`config.mk`:
```
export PLATFORM = sky130hd
export DESIGN_NAME = tft_rect_fill
export DESIGN_NICKNAME = d
export VERILOG_FILES = /design/src/rtl/tft_rect_fill.sv
export SDC_FILE = /design/constraint.sdc
export NUM_CORES = 1
export LEC_CHECK = 0
export CORE_MARGIN = 8
export CORE_UTILIZATION = 40
export DETAILED_ROUTE_END_ITERATION = 6
export GPL_ROUTABILITY_DRIVEN = 0
export HOLD_SLACK_MARGIN = 0.15
export PLACE_DENSITY = 0.68
export SLEW_MARGIN = 20
export SYNTH_ARGS = -nofsm -noshare
export SYNTH_HDL_FRONTEND = slang
export SYNTH_SLANG_ARGS = --single-unit
```
`constraint.sdc`:
```
create_clock -name clk -period 15.6 [get_ports clk]
set_input_delay 4.68 -clock clk [delete_from_list [all_inputs] [get_ports clk]]
set_output_delay 4.68 -clock clk [all_outputs]
set_load 0.005 [all_outputs]
```
`src/rtl/tft_rect_fill.sv`:
```
// Purpose : draws one solid RGB565 rectangle on an ILI9341-class TFT through the
//           shared byte-wide transmit interface: column window (0x2A), page window
//           (0x2B), memory write (0x2C), then w*h pixels, high colour byte first.
// Latency : first strobe 2 cycles after start; one byte per 2 cycles when the
//           serialiser is idle; done pulses 2 cycles after the last strobe
//           (2 cycles after start when w or h is zero).
// Backpressure: a strobe is only issued in a cycle where tft_busy=0; the fixed GAP
//           cycle after each strobe covers the serialiser's one-cycle busy latency.
// Optional: define TFT_RECT_BORDER_EN to add border_color; edge pixels use it.
// Ports   : clk, rst (sync, active-high); start + x/y/w/h/color request;
//           tft_busy in; tft_dc/tft_data/tft_transmit out; busy/done status.
module tft_rect_fill #(
   parameter int COORD_W  = 9,
   parameter int MAX_SIZE = 32,
   parameter int SIZE_W   = $clog2(MAX_SIZE + 1)
) (
   input  logic               clk,
   input  logic               rst,
   input  logic               start,
   input  logic [COORD_W-1:0] x,
   input  logic [COORD_W-1:0] y,
   input  logic [SIZE_W-1:0]  w,
   input  logic [SIZE_W-1:0]  h,
   input  logic [15:0]        color,
`ifdef TFT_RECT_BORDER_EN
   input  logic [15:0]        border_color,
`endif
   input  logic               tft_busy,
   output logic               tft_dc,
   output logic [7:0]         tft_data,
   output logic               tft_transmit,
   output logic               busy,
   output logic               done
);

   localparam int PIX_W = $clog2(MAX_SIZE * MAX_SIZE + 1);
   localparam logic [SIZE_W-1:0] MAX_S = SIZE_W'(MAX_SIZE);
   // Index 11 is the pixel stream; 0..10 are the window/command bytes.
   localparam logic [3:0] IDX_PIX = 4'd11;

   typedef enum logic [1:0] {IDLE, SEND, GAP, DONE} state_t;

   state_t      r_state;
   logic [15:0] r_xs, r_ys, r_xe, r_ye;
   logic [15:0] r_color;
   logic [3:0]  r_idx;
   logic        r_phase;   // 0 = colour high byte, 1 = low byte
   logic        r_tx, r_dc, r_busy, r_done;
   logic [7:0]  r_data;

   logic [SIZE_W-1:0] w_wc, w_hc;
   logic [15:0]       w_pix_color;
   logic              w_last_pix;
   logic [7:0]        w_byte;
   logic              w_dc;

   // Oversized requests are clamped rather than rejected.
   assign w_wc = (w > MAX_S) ? MAX_S : w;
   assign w_hc = (h > MAX_S) ? MAX_S : h;

`ifdef TFT_RECT_BORDER_EN
   logic [15:0]       r_bcolor;
   logic [SIZE_W-1:0] r_w, r_h, r_col, r_row;
   logic              w_edge;

   // Any pixel on the outer ring is border; w<=2 or h<=2 makes every pixel edge.
   assign w_edge = (r_row == '0) || (r_row == r_h - SIZE_W'(1)) ||
                   (r_col == '0) || (r_col == r_w - SIZE_W'(1));
   assign w_pix_color = w_edge ? r_bcolor : r_color;
   assign w_last_pix  = (r_row == r_h - SIZE_W'(1)) && (r_col == r_w - SIZE_W'(1));
`else
   logic [PIX_W-1:0] r_pix_cnt;
   logic [PIX_W-1:0] w_area;

   assign w_area      = PIX_W'(w_wc) * PIX_W'(w_hc);
   assign w_pix_color = r_color;
   assign w_last_pix  = (r_pix_cnt == PIX_W'(1));
`endif

   always_comb begin
      w_byte = 8'h00;
      w_dc   = 1'b1;
      case (r_idx)
         4'd0:    begin w_byte = 8'h2A; w_dc = 1'b0; end
         4'd1:    w_byte = r_xs[15:8];
         4'd2:    w_byte = r_xs[7:0];
         4'd3:    w_byte = r_xe[15:8];
         4'd4:    w_byte = r_xe[7:0];
         4'd5:    begin w_byte = 8'h2B; w_dc = 1'b0; end
         4'd6:    w_byte = r_ys[15:8];
         4'd7:    w_byte = r_ys[7:0];
         4'd8:    w_byte = r_ye[15:8];
         4'd9:    w_byte = r_ye[7:0];
         4'd10:   begin w_byte = 8'h2C; w_dc = 1'b0; end
         default: w_byte = r_phase ? w_pix_color[7:0] : w_pix_color[15:8];
      endcase
   end

   always_ff @(posedge clk) begin
      if (rst) begin
         r_state <= IDLE;
         r_tx    <= 1'b0;
         r_dc    <= 1'b0;
         r_data  <= 8'h00;
         r_busy  <= 1'b0;
         r_done  <= 1'b0;
         r_idx   <= 4'd0;
         r_phase <= 1'b0;
         r_xs    <= 16'h0;
         r_ys    <= 16'h0;
         r_xe    <= 16'h0;
         r_ye    <= 16'h0;
         r_color <= 16'h0;
`ifdef TFT_RECT_BORDER_EN
         r_bcolor <= 16'h0;
         r_w      <= '0;
         r_h      <= '0;
         r_col    <= '0;
         r_row    <= '0;
`else
         r_pix_cnt <= '0;
`endif
      end else begin
         case (r_state)
            IDLE: begin
               r_tx   <= 1'b0;
               r_done <= 1'b0;
               r_busy <= 1'b0;
               if (start) begin
                  r_xs    <= 16'(x);
                  r_ys    <= 16'(y);
                  // 16-bit end coordinates; no wrap, clipping is the caller's job.
                  r_xe    <= 16'(x) + 16'(w_wc) - 16'd1;
                  r_ye    <= 16'(y) + 16'(h_wc_fix(w_hc)) - 16'd1;
                  r_color <= color;
                  r_idx   <= 4'd0;
                  r_phase <= 1'b0;
                  r_busy  <= 1'b1;
`ifdef TFT_RECT_BORDER_EN
                  r_bcolor <= border_color;
                  r_w      <= w_wc;
                  r_h      <= w_hc;
                  r_col    <= '0;
                  r_row    <= '0;
`else
                  r_pix_cnt <= w_area;
`endif
                  r_state <= ((w_wc == '0) || (w_hc == '0)) ? DONE : SEND;
               end
            end
            SEND: begin
               if (!tft_busy) begin
                  r_tx    <= 1'b1;
                  r_data  <= w_byte;
                  r_dc    <= w_dc;
                  r_state <= GAP;
               end else begin
                  r_tx <= 1'b0;
               end
            end
            GAP: begin
               r_tx    <= 1'b0;
               r_state <= SEND;
               if (r_idx != IDX_PIX) begin
                  r_idx <= r_idx + 4'd1;
               end else if (!r_phase) begin
                  r_phase <= 1'b1;
               end else begin
                  r_phase <= 1'b0;
                  if (w_last_pix) begin
                     r_state <= DONE;
                  end else begin
`ifdef TFT_RECT_BORDER_EN
                     if (r_col == r_w - SIZE_W'(1)) begin
                        r_col <= '0;
                        r_row <= r_row + SIZE_W'(1);
                     end else begin
                        r_col <= r_col + SIZE_W'(1);
                     end
`else
                     r_pix_cnt <= r_pix_cnt - PIX_W'(1);
`endif
                  end
               end
            end
            DONE: begin
               // done is registered, so it shows in the first IDLE cycle with busy
               // still high; busy falls one cycle later.
               r_done  <= 1'b1;
               r_state <= IDLE;
            end
            default: r_state <= IDLE;
         endcase
      end
   end

   function automatic logic [SIZE_W-1:0] h_wc_fix(input logic [SIZE_W-1:0] v);
      return v;
   endfunction

   assign tft_transmit = r_tx;
   assign tft_dc       = r_dc;
   assign tft_data     = r_data;
   assign busy         = r_busy;
   assign done         = r_done;

endmodule

```
==> flow_summary_export.csv <==
group,metric,value,unit
floorplan,ioPinCount,62,
run_status,violations,"design-rule violations",
critical_path,endpoint,"r_pix_cnt[10]",
cts,post_cts_buffers,0,
yosys,avgSynthCellArea,7.745,um^2
cells_and_area,nets,961,
sta,tightestPinTransition,0.8853,ns
sta,period_share,0.5482,
cts,postCtsHoldBufs,0,
critical_path,rrSetupSlack,13.01,ns
detailed_routing,vias,5544,
sta,maxSlewViolCount,0,
flow_run,cap_violations,0,
sta,holdWs,0.4529,ns
floorplan,fp.dieArea,19620,um^2
cts,ctsHtreeMaxLevel,3,
critical_path,worst_setup_path_end_kind,"flop",
detailed_routing,avgViaCountPerCell,5.419,
yosys,synth-edff-count,0,
sta,tns,0,ns
yosys,yosysWarnings,0,
grt,antenna_found_initial,0,
cts,cts_resized,0,
yosys,ys.flop_type,"dfxtp_1",
yosys,yosysSeqAreaShare,0.2796,
place,dp_hpwl,12150,um
cells_and_area,antenna_cells,0,
cts,cts-root-buf,"clkbuf_16",
min_path,hold_class,"reg2reg",
floorplan,die_h,140.1,um
power,leakage,0.003007,uW
critical_path,rr_worst_depth,6,
critical_path,required,15.81,ns
floorplan,start_util,0.4065,
yosys,synth_seq_cells,86,
yosys,synthCells,795,
detailed_routing,drc,1,
sta,slew-limit-headroom,0.4098,
cts,clockBufferDepth,2,
cells_and_area,synthToLayoutAreaGrowth,16.62,%
detailed_routing,wl_per_cell,15.94,um
grt,grt_pass1_wl,27450,um
floorplan,die_x,140.1,um
cts,numCtsBuffers,9,
floorplan,row_count,45,
cts,path_clk_slew,0.06,ns
yosys,ys_types,61,
cts,cts_tree,"built",
critical_path,cp-start-kind,"input pin",
grt,overflow,0,
cts,clock_latency,0.35,ns
detailed_routing,dr.pass1.iters,7,
sta,rsz0062_at_grt,"no",
yosys,synth_nets,926,
yosys,mappedNetlistArea,6157,um^2
detailed_routing,drt-initial-drc-count,347,
grt,grt_start_max_net_pins,82,
sta,fmax,116.9,MHz
critical_path,rr_endpoint,"r_pix_cnt[9]",
yosys,async_reset_ff_frac,0,
grt,first_global_vias,5372,
cells_and_area,area.sequential,1722,um^2
grt,gr-usage-all-layers,0.1720,
critical_path,arrival,8.76,ns
cts,clock-sinks,86,
cells_and_area,fillCellCount,1490,
cells_and_area,final_common_cell,"nand2_1",
detailed_routing,wirelength,16300,um
sta,fin_crit,8.552,ns
critical_path,startpoint,"w[5]",
cells_and_area,most-common-layout-cells,"nand2_1 (111), inv_1 (86), dfxtp_1 (86), a21oi_1 (78), ha_1 (63)",
power,ir_worst_vdd,0.05701,mV
sta,fin_skew,0.009143,ns
floorplan,core-area,15150,um^2
place,io_buffers,61,
run_status,status,"complete, but fails checks",
detailed_routing,ant_nets,0,
critical_path,worstSetupPathType,"in2reg",
sta,setup_viol,0,
power,powerDensity,117.7,nW/um^2
cells_and_area,multi_input_area,3950,um^2
critical_path,path_max_fanout,9,
sta,finalHoldViolations,0,
cells_and_area,layout-drive-gt1-share,0.03832,
critical_path,r2r-start,"r_state[0]",
## where the power goes
part	internal [uW]	switching, uW	total (uW)
registers	265	34.9	299
logic	121	194	315
clock network	140	90.2	230
## stage by stage
step	area, um^2	total power [uW]	setup WS (ns)	util	std cells
6_report	7181	844.8	7.048	0.4741	1023
5_1_grt	7181	907.0	6.752	0.4741	1023
4_1_cts	7179	848.4	7.079	0.4740	1023
3_5_place_dp	6864	616.4	6.709	0.4532	1007
3_3_place_gp	6864	613.7	6.784	0.4532	1007
2_1_floorplan	6157	520.7	7.439	-	795
## state kept, by name, indices dropped and copies added, names as in the netlist
signal        flops
r_ye             11
done              1
r_phase           1
r_pix_cnt        11
tft_data          8
busy              1
r_color          16
tft_transmit      1
r_xe             11
r_ys              9
r_xs              9
r_state           2
tft_dc            1
r_idx             4
## routing by layer
metal | vias up | wire [um] | global-route usage
li1 | 2815 | - | -
met1 | 2574 | 8078 | 0.2384
met2 | 138 | 7176 | 0.2679
met3 | 17 | 813 | 0.02582
met4 | 0 | 235 | 0.05657
met5 | - | 0 | 0
## layout make-up
| type | instances | area share |
|---|---|---|
| timing repair buffer | 64 | 0.08747 |
| multi-input combinational | 581 | 0.5501 |
| tap | 188 | 0.03276 |
| clock inverter | 6 | 0.01202 |
| sequential | 86 | 0.2398 |
| clock buffer | 10 | 0.03189 |
| inverter | 88 | 0.04600 |
## cell usage after synthesis, types with 6 or more instances
master / instances / area share
a211oi_1: 11 / 0.013
a21oi_1: 78 / 0.063
a31oi_1: 12 / 0.012
and3_1: 6 / 0.0061
clkbuf_1: 29 / 0.018
dfxtp_1: 86 / 0.28
fa_1: 18 / 0.059
ha_1: 63 / 0.13
inv_1: 86 / 0.052
mux2i_1: 12 / 0.020
nand2_1: 112 / 0.068
nand2b_1: 9 / 0.0091
nand3_1: 24 / 0.020
nor2_1: 61 / 0.037
nor2b_1: 15 / 0.015
nor3_1: 18 / 0.015
nor4_1: 6 / 0.0061
o21a_1: 8 / 0.0098
o21ai_0: 31 / 0.025
or4_1: 6 / 0.0073
xnor2_1: 6 / 0.0085
## logic make-up after synthesis
logic type / synth area share
multiplexers: 0.02317
adder cells (fa/ha/maj): 0.1865
XOR/XNOR: 0.01138
flip-flops: 0.2796
AND/OR/NAND/NOR: 0.2229
buffers and inverters: 0.07966
AO/OA/AOI/OAI: 0.1967
## worst max-delay path, cell delays in order
cell and delay [ns]:
clkdlybuf4s50_1 0.59, clkinv_1 0.28, nand2_1 0.27, nor2_1 0.08, fa_1 0.46, fa_1 0.54, inv_1 0.05, fa_1 0.52
inv_1 0.04, ha_1 0.35, a21o_1 0.20, a22oi_1 0.25, a21oi_1 0.12, xor2_1 0.17, o2bb2ai_1 0.13
## worst min path at each step
stage                  endpoint  cells past startpoint  slack (ns)   startpoint
finish               r_color[0]                      2        0.45   r_color[0]
global placement    r_color[10]                      2        0.44  r_color[10]
CTS                 r_color[12]                      2        0.45  r_color[12]
detailed placement  r_color[12]                      2        0.45  r_color[12]
global route        r_color[12]                      2        0.47  r_color[12]
floorplan              r_xe[14]                      2        0.43     r_xe[14]
(Power assumes the default switching activity.)
==> RTL change 1, RTL diff (same settings) <==
Register the output `tft_transmit` once more, with the module's reset; this adds one clock of latency there. The other outputs are not delayed to match.
--- a/src/rtl/tft_rect_fill.sv
+++ b/src/rtl/tft_rect_fill.sv
@@ -198,7 +198,13 @@
       return v;
    endfunction
 
-   assign tft_transmit = r_tx;
+   always_ff @(posedge clk) begin
+      if (rst) begin
+         tft_transmit <= '0;
+      end else begin
+         tft_transmit <= r_tx;
+      end
+   end
    assign tft_dc       = r_dc;
    assign tft_data     = r_data;
    assign busy         = r_busy;
Check against the original RTL: not equivalent (a bounded check fails within 4 cycles, from zero or initial values and one cycle with rst high).
==> RTL change 1 against the unedited design <==
Worst setup slack got worse by 0.026 ns; largest cell class unchanged; via count rose by 2.5%; sequential cell count grew 1; count of clock-buffer cells in the layout is 1 lower; clock power down 5%; highest routed layer unchanged; combinational power up 9.8%; sequential share of layout area fell by 0.42 points; wire length down 0.27%; design area up 3.0%; power rose by 2.8%; critical path depth unchanged; area after synthesis increased by 4.0%; largest power group unchanged; core utilization down 0.53 points.
==> RTL change 1: results (changes against the unedited design) <==
Placement
  • DPL Wire Length: 12.4 mm (+2.2%)
  • # placed instances: 1062 (+5.5%)
  • Dpl cell area: 7100 sq um (+3.4%)
  • Dpl ws: 6.69 ns (-0.0214 ns)

Logic synthesis
  • Post-synthesis cell type count: 72 (+18%)
  • Sequential area share after synthesis: 27.2% (-0.76 points)
  • Syn Area/Cell: 7.78 sq um (+0.45%)
  • Top cells by area, synth: dfxtp_1, ha_1, nand2_1

Finish
  • Layout Nets: 988 (+2.8%)
  • Clock-cell share: 4.01% (-0.38 points)
  • Inverter count: 86 (-2.3%)
  • Fraction of layout cells with a size suffix above 1: 4.65% (+0.81 points)
  • Comb_multi_in: 608 (+4.6%)
  • Final non-clock buffer share: 8.60% (-0.15 points)
  • Area occupied by multi-input gates: 4130 sq um (+4.5%)
  • Bufs w/o clock: 65 (+1.6%)
  • Fill count: 1571 (+5.4%)
  • Register area: 1740 sq um (+1.2%)

Pwr
  • Comb pwr share: 39.8% (+2.5 points)
  • Leakage: 3.03 nW (+0.75%)
  • Share of power burned in registers: 35.1% (-0.3 points)
  • Peak VDD IR: 0.0562 mV (-1.5%)
  • NetSw: 0.000336 W (+5.3%)

Routing
  • DR pass1 iterations: 5 (-2)
  • Detailed-route via count: 5682 (+2.5%)
  • Met2 routed WL: 7.82 mm (+9.0%)
  • Post-DR vias/cell: 5.28 (-2.6%)
  • WL met1: 7.48 mm (-7.4%)
  • DRT iter0 DRCs: 553 (+59%)

Clock tree
  • Clock sink count: 87 (+1.2%)

Timing
  • Slew headroom: 33.0% (-8.0 points)
  • Clock Skew: 0.00478 ns (-0.00436 ns)
  • Final hold slack: 0.451 ns (-0.00161 ns)

Global route
  • Met2 usage: 27.3% (+0.49 points)
  • GR Util met1: 20.7% (-3.1 points)
  • Largest net degree at the start of global routing: 73 (-11%)
  • Gr usage total: 16.2% (-1.0 points)
  • Vias in the first global route: 5283 (-1.7%)
  • First-pass GRT wire length: 26.4 mm (-3.6%)
  • GR Util met3: 2.75% (+0.17 points)

Critical path
  • Arrival @ worst endpoint: 8.78 ns (+0.02 ns)
  • Crit path max-delay family: adder cells
  • Crit Reg-Reg Endpoint: r_pix_cnt[10]
  • R2R Path Start: r_state[0]

Hold path
  • Hold Startpoint: r_ye[1]

Status
  • Status: completed

Floorplanning
  • Die ar.: 20300 sq um (+3.5%)
==> RTL change 1: changes by cell type in the layout (fill, tap and decap cells not counted), moves of 5 or more <==
cell,before,now
nand2_1,111,118
nand3b_1,4,10
nor2_1,61,67
nor2b_1,15,20
o21ai_0,31,16
o21ai_1,0,7
or3_1,4,9
==> RTL change 1: cell families after synthesis <==
group / Yosys count / share of synthesized area (%)
AND/OR/NAND/NOR: 322 / 24.7
AO/OA/AOI/OAI: 179 / 17.9
buffers and inverters: 128 / 8.40
flip-flops: 87 / 27.2
adder cells (fa/ha/maj): 81 / 17.9
multiplexers: 14 / 2.27
XOR/XNOR: 12 / 1.64
==> RTL change 1: worst max-delay path by stage <==
stage / to / startpoint / slack [ns]
floorplan: r_pix_cnt[7] / h[5] / 7.50
global placement: r_pix_cnt[7] / w[5] / 6.76
detailed placement: r_pix_cnt[7] / w[5] / 6.69
CTS: r_pix_cnt[7] / w[5] / 7.04
global route: r_pix_cnt[7] / w[5] / 6.80
finish: r_pix_cnt[7] / w[5] / 7.02
==> RTL change 2, RTL diff (same flow settings) <==
Made on the original files. The option `TFT_RECT_BORDER_EN` is turned on by a define.
--- a/src/rtl/tft_rect_fill.sv
+++ b/src/rtl/tft_rect_fill.sv
@@ -9,6 +9,8 @@
 // Optional: define TFT_RECT_BORDER_EN to add border_color; edge pixels use it.
 // Ports   : clk, rst (sync, active-high); start + x/y/w/h/color request;
 //           tft_busy in; tft_dc/tft_data/tft_transmit out; busy/done status.
+`define TFT_RECT_BORDER_EN
+
 module tft_rect_fill #(
    parameter int COORD_W  = 9,
    parameter int MAX_SIZE = 32,
Ports: changed (added border_color); port bits go from 62 to 78. No check against the original RTL was run, so the function may have changed too.
==> RTL change 2 against the unedited design <==
Non-clock buffer count increased by 17; maximum frequency is 14% higher; register-to-register slack lost 0.70 ns; via count increased by 1.3%; wire length is 1.2% higher; sequential cell count increased by 29; clock power up 50%; critical path depth fell by 1; design area is 7.9% higher; power grew 22%; worst setup slack better by 1.0 ns; area after synthesis is 2.6% higher.
==> RTL change 2: results (changes against the unedited design) <==
Critical path
  • Crit Reg-Reg Endpoint: tft_data[3]
  • R2R Path Start: r_idx[0]
  • R2r worst-path depth: 9 (+3)
  • Arrival @ worst endpoint: 7.87 ns (-0.89 ns)
  • Reg2Reg Setup Slack: 12.31 ns (-0.70 ns)
  • Worst-path fanout max: 6 (-3)
  • Critical path origin: w[5]

Clock tree
  • Num CTS Buffers: 17 (+8)
  • H-tree depth: 4 (+1)
  • Post-CTS resize count: 0 (unchanged)
  • Clock latency on the worst-skew pair: 0.41 ns (+0.06 ns)
  • Clock tree root driver cell: clkbuf_16
  • Post-CTS Setup Bufs: 0 (unchanged)

Pwr
  • Leakage: 3.12 nW (+3.7%)
  • Peak VDD IR: 0.0902 mV (+58%)

Routing
  • Detailed-route via count: 5614 (+1.3%)
  • DRT iter0 DRCs: 385 (+11%)
  • Avg WL per Cell: 15.1 microns (-5.3%)
  • DR pass1 iterations: 5 (-2)

Hold path
  • Hold Startpoint: r_color[1]
  • Hold Path End: r_color[1]
  • Hold Path Depth: 2 (unchanged)

Finish
  • Fill count: 1589 (+6.6%)
  • Fraction of layout cells with a size suffix above 1: 5.59% (+1.8 points)
  • Inserted Diodes: 0 (unchanged)
  • Layout Nets: 982 (+2.2%)

Logic synthesis
  • Post-Synth XOR/XNOR Area: 5.27% (+4.1 points)
  • Top cells by count, synth: nand2_1, dfxtp_1, a21oi_1, nor2_1, inv_1
  • Mux cell area share after synthesis: 2.50% (+0.18 points)
  • Compound-Gate Fraction of Synth Area: 20.1% (+0.44 points)
  • Post-synthesis cell type count: 62 (+1.6%)
  • Mapped Nets: 925 (-0.11%)
  • Sequential area share after synthesis: 36.5% (+8.5 points)
  • Adder-cell share of the synthesized area: 9.95% (-8.7 points)
  • Top cells by area, synth: dfxtp_1, nand2_1, ha_1

Global route
  • Vias in the first global route: 5210 (-3.0%)
  • Gr usage total: 16.8% (-0.39 points)
  • Largest net degree at the start of global routing: 85 (+3.7%)
  • First-pass GRT wire length: 26.8 mm (-2.4%)

Status
  • Status: completed

Timing
  • Clock Skew: 0.00520 ns (-0.00394 ns)
  • Final setup fails: 0 (unchanged)
  • Worst-Margin Slew: 0.871 ns (-0.0146 ns)

Placement
  • DPL Wire Length: 11.9 mm (-1.8%)
  • Dpl cell area: 7220 sq um (+5.2%)
  • Number of port buffers: 77 (+26%)
[RTL change 2: changes by cell type after synthesis, sizes merged, moves of 19 or more]
cell / before / now
a21oi: 78 / 99
dfxtp: 86 / 115
inv: 86 / 61
nand2: 112 / 163
nand3: 24 / 5
xor2: 2 / 21
[RTL change 2: kinds of logic after synthesis]
kind of cell / count (synthesis)
AOI/OAI and AO/OA: 202
xor gates and xnor gates: 38
adders and majority gates: 49
buffers and inverters: 104
DFF: 115
muxes: 15
and+or+nand+nor: 287
[RTL change 2: routing by layer]
metal  global-route usage [%]  part of all wire [%]  up-vias
li1                         -                     -     2872
met3                     3.86                   5.4       24
met5                        0                     0        -
met2                     26.4                    45      137
met4                     6.95                   2.2        0
met1                     21.8                    48     2581
[RTL change 2: cell type report]
type / instances / area, sq um / share of cell area [%]
Multi-Input combinational cell: 591 / 3620 / 46.7
Sequential cell: 115 / 2300 / 29.7
Timing Repair Buffer: 81 / 796 / 10.3
Clock buffer: 24 / 502 / 6.48
Tap cell: 216 / 270 / 3.49
Inverter: 61 / 229 / 2.95
Clock inverter: 5 / 27.5 / 0.355
[RTL change 2: report_power, final]
group / internal (W) / switching (W)
logic: 0.000121 / 0.000179
clock network: 0.000219 / 0.000127
registers: 0.000345 / 0.0000365
total: 0.000685 / 0.000342
[RTL change 2: worst max-delay path by stage]
stage,to,slack [ns],cells after the start
finish,r_xe[8],8.07,14
global route,r_xe[8],7.85,14
CTS,r_xe[8],8.06,14
detailed placement,r_xe[8],7.65,14
global placement,r_xe[8],7.72,14
floorplan,r_xe[8],8.33,13
[RTL change 2: critical path, cell delays in order]
cell and delay (ns):
clkdlybuf4s50_1 0.44, inv_1 0.17, nand2_1 0.11, ha_1 0.28, inv_1 0.06, ha_1 0.29
a21o_1 0.16, a21o_1 0.19, a21o_1 0.17, a21oi_1 0.21, nor2_1 0.08, a2111oi_0 0.50
mux2_2 0.39, a21oi_1 0.14
[RTL change 2: metrics by stage]
stage	utilization [%]	setup WS [ns]	instances	hold slack [ns]
3_5_place_dp	46.1	7.65	1064	0.442
3_3_place_gp	46.1	7.72	1064	0.436
2_1_floorplan	-	8.33	810	0.427
5_1_grt	49.5	7.85	1093	0.467
4_1_cts	49.5	8.06	1093	0.449
6_report	49.5	8.07	1093	0.448
